==> src/rtl/matrix_scan_driver.sv <==
// -----------------------------------------------------------------------------
// matrix_scan_driver
//
// Drives a 5-column x 7-row LED matrix by column-multiplexed scanning. A full
// snapshot of the selected map is captured into a frame buffer at every frame
// boundary, so the picture never tears when the source map or the map-select
// switch changes mid-scan. Every column is preceded by a blanking gap
// (all columns off) to suppress ghosting.
//
// Scan sequence per column: BLANK for BLANK_CYCLES clocks, then DRIVE for
// CLK_DIV clocks. Column order is a..e (0..4). Frame period is
// 5 * (CLK_DIV + BLANK_CYCLES) clocks.
//
// Parameters:
//   CLK_DIV      clocks each column is driven (>= 1)
//   BLANK_CYCLES clocks all columns are off between columns (>= 1)
//
// Ports:
//   clk         system clock, rising edge
//   rst_n       synchronous active-low reset
//   en          scan enable; low blanks the display and holds the scan at start
//   pix[34:0]   final map, bit index = row*5 + col
//   col_n[4:0]  active-low column select, at most one bit low
//   row[6:0]    active-high row data for the driven column
//   frame_start one-cycle pulse on the first DRIVE cycle of column 0
// -----------------------------------------------------------------------------
module matrix_scan_driver #(
    parameter int CLK_DIV      = 50000,
    parameter int BLANK_CYCLES = 4
) (
    input  logic        clk,
    input  logic        rst_n,
    input  logic        en,
    input  logic [34:0] pix,
    output logic [4:0]  col_n,
    output logic [6:0]  row,
    output logic        frame_start
);

    localparam int CNT_MAX = (CLK_DIV > BLANK_CYCLES) ? CLK_DIV : BLANK_CYCLES;
    localparam int CNT_W   = (CNT_MAX > 1) ? $clog2(CNT_MAX) : 1;

    localparam logic [CNT_W-1:0] DRIVE_LAST = CNT_W'(CLK_DIV - 1);
    localparam logic [CNT_W-1:0] BLANK_LAST = CNT_W'(BLANK_CYCLES - 1);
    localparam logic [2:0]       COL_LAST   = 3'd4;

    typedef enum logic {
        BLANK = 1'b0,
        DRIVE = 1'b1
    } state_e;

    state_e           state_q, state_d;
    logic [CNT_W-1:0] cnt_q, cnt_d;
    logic [2:0]       col_q, col_d;
    logic [34:0]      fb_q, fb_d;
    logic             frame_start_q, frame_start_d;
    logic [4:0]       col_n_q, col_n_d;
    logic [6:0]       row_q, row_d;
    logic [34:0]      fb_shift;

    // Next-state logic for the scan sequencer and frame buffer.
    always_comb begin
        // NOTE: every signal gets a default first so no path leaves it
        // unassigned; a missing default in always_comb infers a latch.
        state_d       = state_q;
        cnt_d         = cnt_q;
        col_d         = col_q;
        fb_d          = fb_q;
        frame_start_d = 1'b0;

        if (!en) begin
            // Hold at the start of a frame; the frame buffer is kept.
            state_d = BLANK;
            cnt_d   = '0;
            col_d   = '0;
        end else begin
            unique case (state_q)
                BLANK: begin
                    if (cnt_q == BLANK_LAST) begin
                        state_d = DRIVE;
                        cnt_d   = '0;
                        // Frame boundary: snapshot the map for the whole frame.
                        if (col_q == '0) begin
                            fb_d          = pix;
                            frame_start_d = 1'b1;
                        end
                    end else begin
                        cnt_d = cnt_q + CNT_W'(1);
                    end
                end
                DRIVE: begin
                    if (cnt_q == DRIVE_LAST) begin
                        state_d = BLANK;
                        cnt_d   = '0;
                        col_d   = (col_q == COL_LAST) ? 3'd0 : col_q + 3'd1;
                    end else begin
                        cnt_d = cnt_q + CNT_W'(1);
                    end
                end
                default: begin
                    state_d = BLANK;
                    cnt_d   = '0;
                end
            endcase
        end
    end

    // Output decode from the next state, registered alongside the state so
    // the pins reflect the current state with no added latency.
    assign fb_shift = fb_d >> col_d;

    always_comb begin
        col_n_d = 5'b11111;
        row_d   = 7'b0000000;
        if (state_d == DRIVE) begin
            col_n_d = ~(5'b00001 << col_d);
            for (int r = 0; r < 7; r++) begin
                row_d[r] = fb_shift[r*5];
            end
        end
    end

    always_ff @(posedge clk) begin
        // NOTE: sequential state uses non-blocking assignments so every flop
        // samples the pre-edge values, independent of statement order.
        if (!rst_n) begin
            state_q       <= BLANK;
            cnt_q         <= '0;
            col_q         <= '0;
            // The frame buffer is reset too: after reset the display must not
            // show a stale map before the first capture.
            fb_q          <= '0;
            frame_start_q <= 1'b0;
            col_n_q       <= 5'b11111;
            row_q         <= 7'b0000000;
        end else begin
            state_q       <= state_d;
            cnt_q         <= cnt_d;
            col_q         <= col_d;
            fb_q          <= fb_d;
            frame_start_q <= frame_start_d;
            col_n_q       <= col_n_d;
            row_q         <= row_d;
        end
    end

    assign col_n       = col_n_q;
    assign row         = row_q;
    assign frame_start = frame_start_q;

endmodule

==> config.mk <==
export PLATFORM = sky130hd
export DESIGN_NAME = matrix_scan_driver
export DESIGN_NICKNAME = d
export VERILOG_FILES = /design/src/rtl/matrix_scan_driver.sv
export SDC_FILE = /design/constraint.sdc
export NUM_CORES = 1
export LEC_CHECK = 0
export CAP_MARGIN = 20
export CORE_MARGIN = 2
export CORE_UTILIZATION = 45
export DETAILED_ROUTE_END_ITERATION = 6
export GPL_TIMING_DRIVEN = 0
export PLACE_DENSITY = 0.68
export RECOVER_POWER = 100
export SYNTH_ARGS = -nofsm -noshare
export SYNTH_HDL_FRONTEND = slang
export SYNTH_SLANG_ARGS = --single-unit
==> constraint.sdc <==
create_clock -name clk -period 2.2 [get_ports clk]
set_input_delay 0.55 -clock clk [delete_from_list [all_inputs] [get_ports clk]]
set_output_delay 0.55 -clock clk [all_outputs]
set_load 0.05 [all_outputs]
==> results of run 1 <==
==> logic make-up (layout without fill, tap and decap cells) <==
| family | count (synthesis) | count (layout) |
|---|---|---|
| muxes | 20 | 20 |
| buffers and inverters | 29 | 136 |
| xor gates and xnor gates | 14 | 14 |
| AOI/OAI and AO/OA | 97 | 97 |
| adders and majority gates | 3 | 3 |
| and+or+nand+nor | 148 | 148 |
| DFF | 68 | 68 |
==> registers in the layout, indices dropped and copies added, names as in the netlist <==
name / flops
fb_q: 35
row: 7
state_q: 1
col_q: 3
cnt_q: 16
col_n: 5
frame_start: 1
==> layout by cell type, fill, tap and decap left out, types with 3 or more instances in the layout <==
cell and count:
nand3_1 19, a21oi_1 14, nor3_4 3, nor2b_1 17, mux2i_4 12, a21boi_0 18, and3_1 4, o21ai_1 10
and2_4 3, buf_4 33, nand2b_1 3, clkdlybuf4s50_1 49, buf_6 13, a21oi_2 5, inv_1 11, o21ai_0 8
nor2_1 29, nand2_1 37, xnor2_1 6, xor2_1 8, o21ai_2 3, a211oi_2 4, and2_1 4, mux2i_1 4
o22ai_1 5, o22ai_2 3, dfxtp_2 11, dfxtp_1 51, dfxtp_4 6, buf_8 3, clkbuf_1 6, bufinv_16 4
nand4_1 5, clkbuf_8 9, nand2_2 3
==> cell type report <==
| class | instances | area [um^2] | area share [%] |
|---|---|---|---|
| Buffer | 16 | 142.6 | 2.793 |
| Clock buffer | 10 | 127.6 | 2.499 |
| Clock inverter | 6 | 136.4 | 2.671 |
| Inverter | 11 | 41.29 | 0.8086 |
| Multi-Input combinational cell | 282 | 2233 | 43.74 |
| Sequential cell | 68 | 1398 | 27.37 |
| Tap cell | 99 | 123.9 | 2.426 |
| Timing Repair Buffer | 93 | 903.4 | 17.69 |
==> worst max-delay path: stages (launching register included) <==
cell      delay [ns]
dfxtp_4         0.37
ha_4            0.16
nand3_4         0.09
or3_4           0.42
o21ai_2         0.24
a21o_1          0.27
mux2_2          0.37
o31ai_1         0.23
a311oi_1        0.09
==> what timing repair did <==
item	in CTS	in global routing
setup buffers	29	12
gates cloned	3	0
pin swaps	21	24
hold buffers	0	0
gates resized for setup	78	59
endpoints found under the hold margin	0	0
setup endpoints to repair	38	21
==> power groups by stage <==
stage	clock network, mW	registers, mW	logic [mW]
after floorplan	0	1.27	0.0456
after global placement	0	1.27	0.130
after detailed placement	0	1.27	0.130
after CTS	1.37	1.24	0.144
after global routing	1.43	1.23	0.166
final	1.37	1.23	0.156
==> worst paths after layout <==
check / from / to / slack, ns / cells past startpoint
worst max-delay path: cnt_q[0]$_SDFF_PN0_ / row[2]$_SDFF_PN0_ / -0.17 / 8
worst min-delay path: cnt_q[0]$_SDFF_PN0_ / cnt_q[0]$_SDFF_PN0_ / 0.44 / 1
worst max register to register: cnt_q[0]$_SDFF_PN0_ / row[2]$_SDFF_PN0_ / -0.17 / 8
worst min register to register: cnt_q[0]$_SDFF_PN0_ / cnt_q[0]$_SDFF_PN0_ / 0.44 / 1
==> routing by layer <==
metal,vias up,wire length [um],global-route usage (%)
met2,111,5165,44.38
met1,1554,4224,30.77
met3,27,572,5.078
met4,0,324,10.31
met5,-,0,0
li1,1555,-,-
==> stage by stage <==
stage | std cells | hold slack [ns] | total power, mW
after floorplan | 379 | 0.4161 | 1.312
after global placement | 527 | 0.4245 | 1.396
after detailed placement | 527 | 0.4343 | 1.396
after CTS | 574 | 0.4445 | 2.752
after global routing | 585 | 0.4634 | 2.828
final | 585 | 0.4446 | 2.753
==> qor.txt, run 1 <==
status -> finished, violations left
failing checks -> setup timing
CTS H-tree depth -> 3
area delta synth->final -> 55.64%
Compound-Gate Fraction of Synth Area -> 19.68%
final slew viol count -> 0
FF+latch count, synth -> 68
WL per Instance -> 17.58 um
mean cell area of the mapped netlist -> 8.656 um^2
final core utilization -> 71.55%
fraction of the mapped netlist area in simple logic gates -> 23.30%
Setup TNS Final -> -0.7359 ns
fin crit share -> 107.9%
maximum vdd drop -> 0.0003424 V
fin nets -> 522
Area after DPL -> 3968 um^2
clk buf depth -> 2
# diodes -> 0
Psw -> 0.5645 mW
Worst-Skew Late Latency -> 0.34 ns
leakage -> 1.796 nW
clock root cell -> clkbuf_8
Residual DRC -> 0
min Tclk post-route -> 2.374 ns
Clk network pwr share -> 49.6%
largest net degree at the start of global routing -> 13
yosys warns -> 0
FILL cells -> 542
Worst Skew -> 0.01196 ns
Critical Path AT -> 2.58 ns
number of global-route vias before repair -> 3135
Num CTS Buffers -> 9
initial antenna violation count -> 0
Slew headroom -> 66.89%
gr usage total -> 25.51%
MaxCap Viol Count -> 0
Final Hold Viols -> 0
top cells by area, synth -> dfxtp_1 41%, mux2i_1 5.5%, nand2_1 4.7%
grt total ovfl -> 0
first-pass GRT wire length -> 15.28 mm
Post-Syn Nets -> 420
WL final -> 10.29 mm
Mapped Area -> 3281 um^2
startpoint types -> flip-flop
Flop pwr share -> 44.7%
multiplexer area fraction after synthesis -> 6.522%
die area -> 7990 um^2
Via density -> 5.550
die width -> 89.39 um
count leader, synth -> dfxtp_1
area share of fa/ha/maj cells after synthesis -> 1.144%
DPL Wire Length -> 6.422 mm
Power Density -> 539.1 nW/um^2
Worst Tran Pin Value -> 0.4951 ns
core area -> 7137 um^2
DP Worst Slack -> -0.5607 ns
Internal -> 2.188 mW
initial cell density of the core -> 45.97%
sequential area share after synthesis -> 41.50%
io pins -> 51
RSZ-0062 raised after global routing -> yes
CP endpoint kind -> flip-flop
Async SR Flop Fraction -> 0%
DRT antenna net count -> 0
Netlist cell types -> 56
EDFF count, synth -> 0
FP Rows -> 31
Final WS setup -> -0.1738 ns
Yosys top cell by area -> dfxtp_1
largest family of logic cells by synthesized area -> simple AND/OR/NAND/NOR gates
Setup violations, final -> 8
maximum fanout along the worst path -> 6
Pre-antenna DRT Iters -> 4
CP required -> 2.40 ns
switching part of the total -> 20.51%
DRC marker count from the first detailed-route iteration -> 175
Mapped Cells -> 379
fmax -> 0.4213 GHz
CP Class -> flip-flop to flip-flop
TritonCTS Sinks -> 68
design area -> 5106 um^2
RePlAce Congestion -> 0.8793
post-synthesis xor/xnor area fraction -> 3.738%
layout cells sized above 1 -> 31.48%
synth cell count leaders -> 68 x dfxtp_1, 41 x nand2_1, 31 x nor2_1
Top FF cell, synth -> dfxtp_1
clock slew at reported path FFs -> 0.08 ns
Die Y -> 89.39 um
area share of the largest cell type after synthesis -> 41.50%
combinational fraction of design power -> 5.7%
IO Port Bufs -> 49
DR vias -> 3247
TritonCTS clock tree -> done
Hold WC Path Type -> flip-flop to flip-flop
Note: power is estimated with default switching activity, not from simulation.
==> inputs of run 2 (changes only) <==
Settings changed: CORE_MARGIN 2 to 3, CTS_CLUSTER_SIZE set to 14.
==> run 2 against run 1 <==
Against the previous run:
- the flow still finishes with violations (setup timing)
- non-clock buffer count fell by 16
- clock-buffer cell count unchanged
- first-iteration DRC count rose by 76%
- clock power down 6%
- critical path type unchanged
- largest cell class unchanged
- largest power group unchanged
- highest routed layer unchanged
==> qor.txt, run 2 (same netlist as run 1, synthesis figures left out) <==
status -> finished, violations left
failing checks -> setup timing
CTS H-tree depth -> 3
IO Port Bufs -> 49
clock root cell -> clkbuf_8
Worst Skew -> 0.009256 ns
critical path, cell by cell -> ha_4, nor4b_4, and4_1, buf_6, nand4_4, buf_4, mux4_2, a211oi_2, a311oi_2
min Tclk post-route -> 2.395 ns
fin crit share -> 108.8%
leakage -> 1.682 nW
CP required -> 2.40 ns
number of flip-flops in the largest register -> 35
core area -> 6944 um^2
Reg with most FFs -> fb_q
startpoint types -> flip-flop
Residual DRC -> 0
grt total ovfl -> 0
gr usage total -> 22.90%
Crit Reg-Reg Endpoint -> row[2]$_SDFF_PN0_
Total Power -> 2.675 mW
largest net degree at the start of global routing -> 13
commonest non-fill, non-tap cell in the layout -> dfxtp_1
Final Hold Viols -> 0
DR vias -> 3210
Setup violations, final -> 7
most frequent cells in the layout -> 54 x dfxtp_1, 49 x clkdlybuf4s50_1, 38 x nand2_1, 30 x nor2_1, 24 x buf_4
Num CTS Buffers -> 9
Worst Tran Pin Value -> 0.6409 ns
Pre-antenna DRT Iters -> 5
Power Density -> 552.9 nW/um^2
maximum fanout along the worst path -> 6
final slew viol count -> 0
FILL cells -> 511
clk buf depth -> 2
Die Y -> 91.39 um
Worst Reg-to-Reg Cells -> 9
initial antenna violation count -> 0
max incr delay on CP -> 0.46 ns
final core utilization -> 69.68%
DPL Wire Length -> 6.442 mm
initial cell density of the core -> 47.24%
die width -> 91.39 um
RePlAce Congestion -> 0.8672
first-pass GRT wire length -> 15.04 mm
Final WS setup -> -0.1945 ns
Slew headroom -> 57.11%
maximum vdd drop -> 0.0003737 V
area delta synth->final -> 47.48%
TritonCTS clock tree -> done
io pins -> 51
CP endpoint kind -> flip-flop
Via density -> 5.671
number of global-route vias before repair -> 2953
FP Rows -> 30
layout cells sized above 1 -> 27.23%
Reg2Reg Setup Slack -> -0.19 ns
Critical Path AT -> 2.60 ns
WL per Instance -> 17.12 um
clock slew at reported path FFs -> 0.08 ns
DP Worst Slack -> -0.6665 ns
CP Class -> flip-flop to flip-flop
Hold WC Path Type -> flip-flop to flip-flop
fmax -> 0.4176 GHz
reg2reg start -> cnt_q[0]$_SDFF_PN0_
TritonCTS Sinks -> 68
DRT antenna net count -> 0
# diodes -> 0
Critical Path Slowest Stage Cell -> mux4_2
CP Launch Point -> cnt_q[0]$_SDFF_PN0_
die area -> 8351 um^2
DRC marker count from the first detailed-route iteration -> 308
Worst-Skew Late Latency -> 0.35 ns
fin nets -> 506
WL final -> 9.690 mm
Critical Path End -> row[2]$_SDFF_PN0_
MaxCap Viol Count -> 0
RSZ-0062 raised after global routing -> yes
==> run 2: timing repair <==
item	in CTS	in global routing
setup endpoints to repair	41	21
pin swaps	21	11
gates cloned	2	1
hold buffers	0	0
endpoints found under the hold margin	0	0
resized for setup	57	50
setup buffers	18	8
==> run 2: where the power goes <==
group / switching, mW / internal, mW
Combinational: 0.0618 / 0.0874
Clock: 0.507 / 0.784
Sequential: 0.00329 / 1.23
Total: 0.572 / 2.10
==> run 2: how the worst min path moves through the flow <==
stage | cells past startpoint | startpoint | endpoint
after floorplan | 1 | cnt_q[0]$_SDFF_PN0_ | cnt_q[0]$_SDFF_PN0_
after global placement | 1 | cnt_q[0]$_SDFF_PN0_ | cnt_q[0]$_SDFF_PN0_
after detailed placement | 1 | cnt_q[0]$_SDFF_PN0_ | cnt_q[0]$_SDFF_PN0_
after CTS | 2 | fb_q[32]$_SDFF_PN0_ | fb_q[32]$_SDFF_PN0_
after global routing | 2 | fb_q[28]$_SDFF_PN0_ | fb_q[28]$_SDFF_PN0_
final | 2 | fb_q[32]$_SDFF_PN0_ | fb_q[32]$_SDFF_PN0_
==> run 2: layout make-up <==
cell class              count  area, um^2  share of cell area, %
repair buffers             77       726.9                  15.02
plain buffers              16       138.9                  2.870
inverters                  11       41.29                 0.8534
multi-input cells         282        2178                  45.02
flip-flops and latches     68        1384                  28.60
well taps                  96       120.1                  2.483
clock inverters             6       111.4                  2.302
clock buffers              10       137.6                  2.845
==> run 2: critical path: cells and delay by family, from the launching register on <==
kind,cells,cell delay (ns)
buffers and inverters,2,0.32
AO/OA/AOI/OAI,2,0.29
flip-flops,1,0.36
AND/OR/NAND/NOR,3,0.65
adder cells (fa/ha/maj),1,0.17
multiplexers,1,0.46
==> run 2: metrics by stage <==
stage / hold WS [ns] / std cells / instance area, um^2 / TNS (ns)
after floorplan: 0.4161 / 379 / 3353 / 0
after global placement: 0.4258 / 524 / 3964 / -9.921
after detailed placement: 0.4299 / 524 / 3964 / -10.36
after CTS: 0.4682 / 559 / 4584 / -0.9869
after global routing: 0.4929 / 566 / 4838 / -1.316
final: 0.4683 / 566 / 4838 / -0.7615
==> run 2: routing by layer <==
metal | share of wire, % | GRT usage [%] | vias up | routed length [um]
met5 | 0 | 0 | - | 0
met4 | 2.1 | 10.55 | 0 | 202
met3 | 7.4 | 4.640 | 23 | 717
met2 | 45 | 33.11 | 138 | 4333
met1 | 46 | 32.49 | 1525 | 4437
li1 | - | - | 1524 | -
==> inputs of run 3 (changes only) <==
Settings changed: SETUP_SLACK_MARGIN set to 0.15.
==> run 3 against run 2 <==
Against the previous run:
- the run still ends with setup timing left
- power fell by 10%
- clock power fell by 22%
- hold slack got worse by 0.0016 ns
- register-to-register slack got worse by 0.04 ns
- global-route usage rose by 1.3 points
- wire length rose by 2.9%
- setup slack got worse by 0.042 ns
- largest cell class unchanged
- largest power group is now registers
- highest routed layer unchanged
==> qor.txt, run 3 (same netlist as run 1, synthesis figures left out) <==
status -> finished, violations left
failing checks -> setup timing
Worst-Skew Late Latency -> 0.34 ns
io pins -> 51
WL per Instance -> 17.61 um
# diodes -> 0
CP endpoint kind -> flip-flop
CP Class -> flip-flop to flip-flop
Worst Tran Pin Value -> 0.6335 ns
crit-path most repeated cell -> buf_6
leakage -> 1.683 nW
crit path buf inv count -> 2
DR vias -> 3208
final slew viol count -> 0
clock slew at reported path FFs -> 0.07 ns
DRC marker count from the first detailed-route iteration -> 248
fmax -> 0.4104 GHz
clock root cell -> clkbuf_8
CP required -> 2.42 ns
multi-input logic area -> 2123 um^2
layout cells sized above 1 -> 25.32%
Worst Reg-to-Reg Cells -> 10
fin crit share -> 110.8%
FILL cells -> 532
Setup violations, final -> 7
DP Worst Slack -> -0.5233 ns
min Tclk post-route -> 2.437 ns
Critical Path AT -> 2.65 ns
initial cell density of the core -> 47.24%
gr usage total -> 24.24%
RSZ-0062 raised after global routing -> yes
Final WS setup -> -0.2366 ns
largest net degree at the start of global routing -> 12
Slew headroom -> 57.95%
DRT antenna net count -> 0
placed cells -> 524
Stages on worst setup path -> 10
final core utilization -> 68.79%
die width -> 91.39 um
design area -> 4777 um^2
Finished Layout Cells -> 566
Reg2Reg Setup Slack -> -0.24 ns
startpoint types -> flip-flop
register area -> 1389 um^2
Residual DRC -> 0
fin nets -> 507
cts hold-fix bufs -> 0
core area -> 6944 um^2
Top delay family on crit path -> simple AND/OR/NAND/NOR gates
grt total ovfl -> 0
critical path, cell by cell -> ha_4, nand3_4, or3_1, buf_6, or3_4, buf_6, nand2_4, nand3_2, a31o_1, a311o_1
Num CTS Buffers -> 9
Hold WC Path Type -> flip-flop to flip-flop
area delta synth->final -> 45.61%
MaxCap Viol Count -> 0
clk buf depth -> 2
number of flip-flops in the largest register -> 35
Worst Skew -> 0.007890 ns
maximum vdd drop -> 0.0003425 V
Crit Reg-Reg Endpoint -> row[5]$_SDFF_PN0_
FP Rows -> 30
Critical Path End -> row[5]$_SDFF_PN0_
final hold slack -> 0.4667 ns
Final Hold Viols -> 0
Die Y -> 91.39 um
maximum fanout along the worst path -> 7
CP Launch Point -> cnt_q[1]$_SDFF_PN0_
die area -> 8351 um^2
CTS H-tree depth -> 3
initial antenna violation count -> 0
commonest non-fill, non-tap cell in the layout -> dfxtp_1
WL final -> 9.967 mm
Via density -> 5.668
Area after DPL -> 3981 um^2
first-pass GRT wire length -> 15.99 mm
RePlAce Congestion -> 0.8843
TritonCTS clock tree -> done
reg2reg start -> cnt_q[1]$_SDFF_PN0_
TritonCTS Sinks -> 68
IO Port Bufs -> 49
max incr delay on CP -> 0.39 ns
Pre-antenna DRT Iters -> 5
Power Density -> 502.3 nW/um^2
most frequent cells in the layout -> 54 x dfxtp_1, 48 x clkdlybuf4s50_1, 40 x nand2_1, 29 x nor2_1, 25 x buf_4
DPL Wire Length -> 6.539 mm
Critical Path Slowest Stage Cell -> or3_1
number of global-route vias before repair -> 3170
Reg with most FFs -> fb_q
run 3: worst reg2reg max path, cell delays in order (launching register included):
cell     delay (ns)
dfxtp_2        0.35
ha_4           0.17
nand3_4        0.10
or3_1          0.39
buf_6          0.16
or3_4          0.35
buf_6          0.15
nand2_4        0.08
nand3_2        0.08
a31o_1         0.19
a311o_1        0.29
run 3: worst min-delay path by stage:
stage / startpoint / to / slack (ns) / depth (start not counted)
after global routing: fb_q[33]$_SDFF_PN0_ / fb_q[33]$_SDFF_PN0_ / 0.49 / 2
final: fb_q[33]$_SDFF_PN0_ / fb_q[33]$_SDFF_PN0_ / 0.47 / 2
after detailed placement: cnt_q[0]$_SDFF_PN0_ / cnt_q[0]$_SDFF_PN0_ / 0.43 / 1
after CTS: fb_q[33]$_SDFF_PN0_ / fb_q[33]$_SDFF_PN0_ / 0.47 / 2
after global placement: cnt_q[0]$_SDFF_PN0_ / cnt_q[0]$_SDFF_PN0_ / 0.42 / 1
after floorplan: cnt_q[0]$_SDFF_PN0_ / cnt_q[0]$_SDFF_PN0_ / 0.42 / 1
run 3: where the power goes:
group          total (mW)  switching [mW]  leakage [nW]  internal [mW]
sequential           1.23         0.00318         0.556           1.23
combinational       0.153          0.0629          1.03         0.0896
clock                1.01           0.472        0.0979          0.542
total                2.40           0.538          1.68           1.86
run 3: metal layers:
metal  GRT usage (%)  wire length, um  up-vias
met2           41.94             4928      156
met3           6.379              741       28
li1                -                -     1526
met1           29.32             4027     1498
met4           7.161              269        0
met5               0                0        -
run 3: final cells by class:
type                       instances  share of cell area, %
multi-input combinational        282                  44.45
sequential                        68                  29.07
timing repair buffer              76                  15.43
buffer                            18                  3.693
clock buffer                      10                  2.881
tap                               96                  2.514
clock inverter                     5                  1.100
inverter                          11                 0.8643
run 3: repair_timing:
| item | CTS | global route |
|---|---|---|
| gates cloned | 2 | 1 |
| pin swaps | 13 | 11 |
| setup buffers | 20 | 4 |
| setup endpoints to repair | 56 | 31 |
| hold endpoints to repair | 0 | 0 |
| resized for setup | 52 | 46 |
run 3: stage by stage:
step / power, mW / setup TNS, ns
after floorplan: 1.312 / 0
after global placement: 1.396 / -9.629
after detailed placement: 1.397 / -10.03
after CTS: 2.405 / -0.8495
after global routing: 2.480 / -1.728
final: 2.400 / -1.084
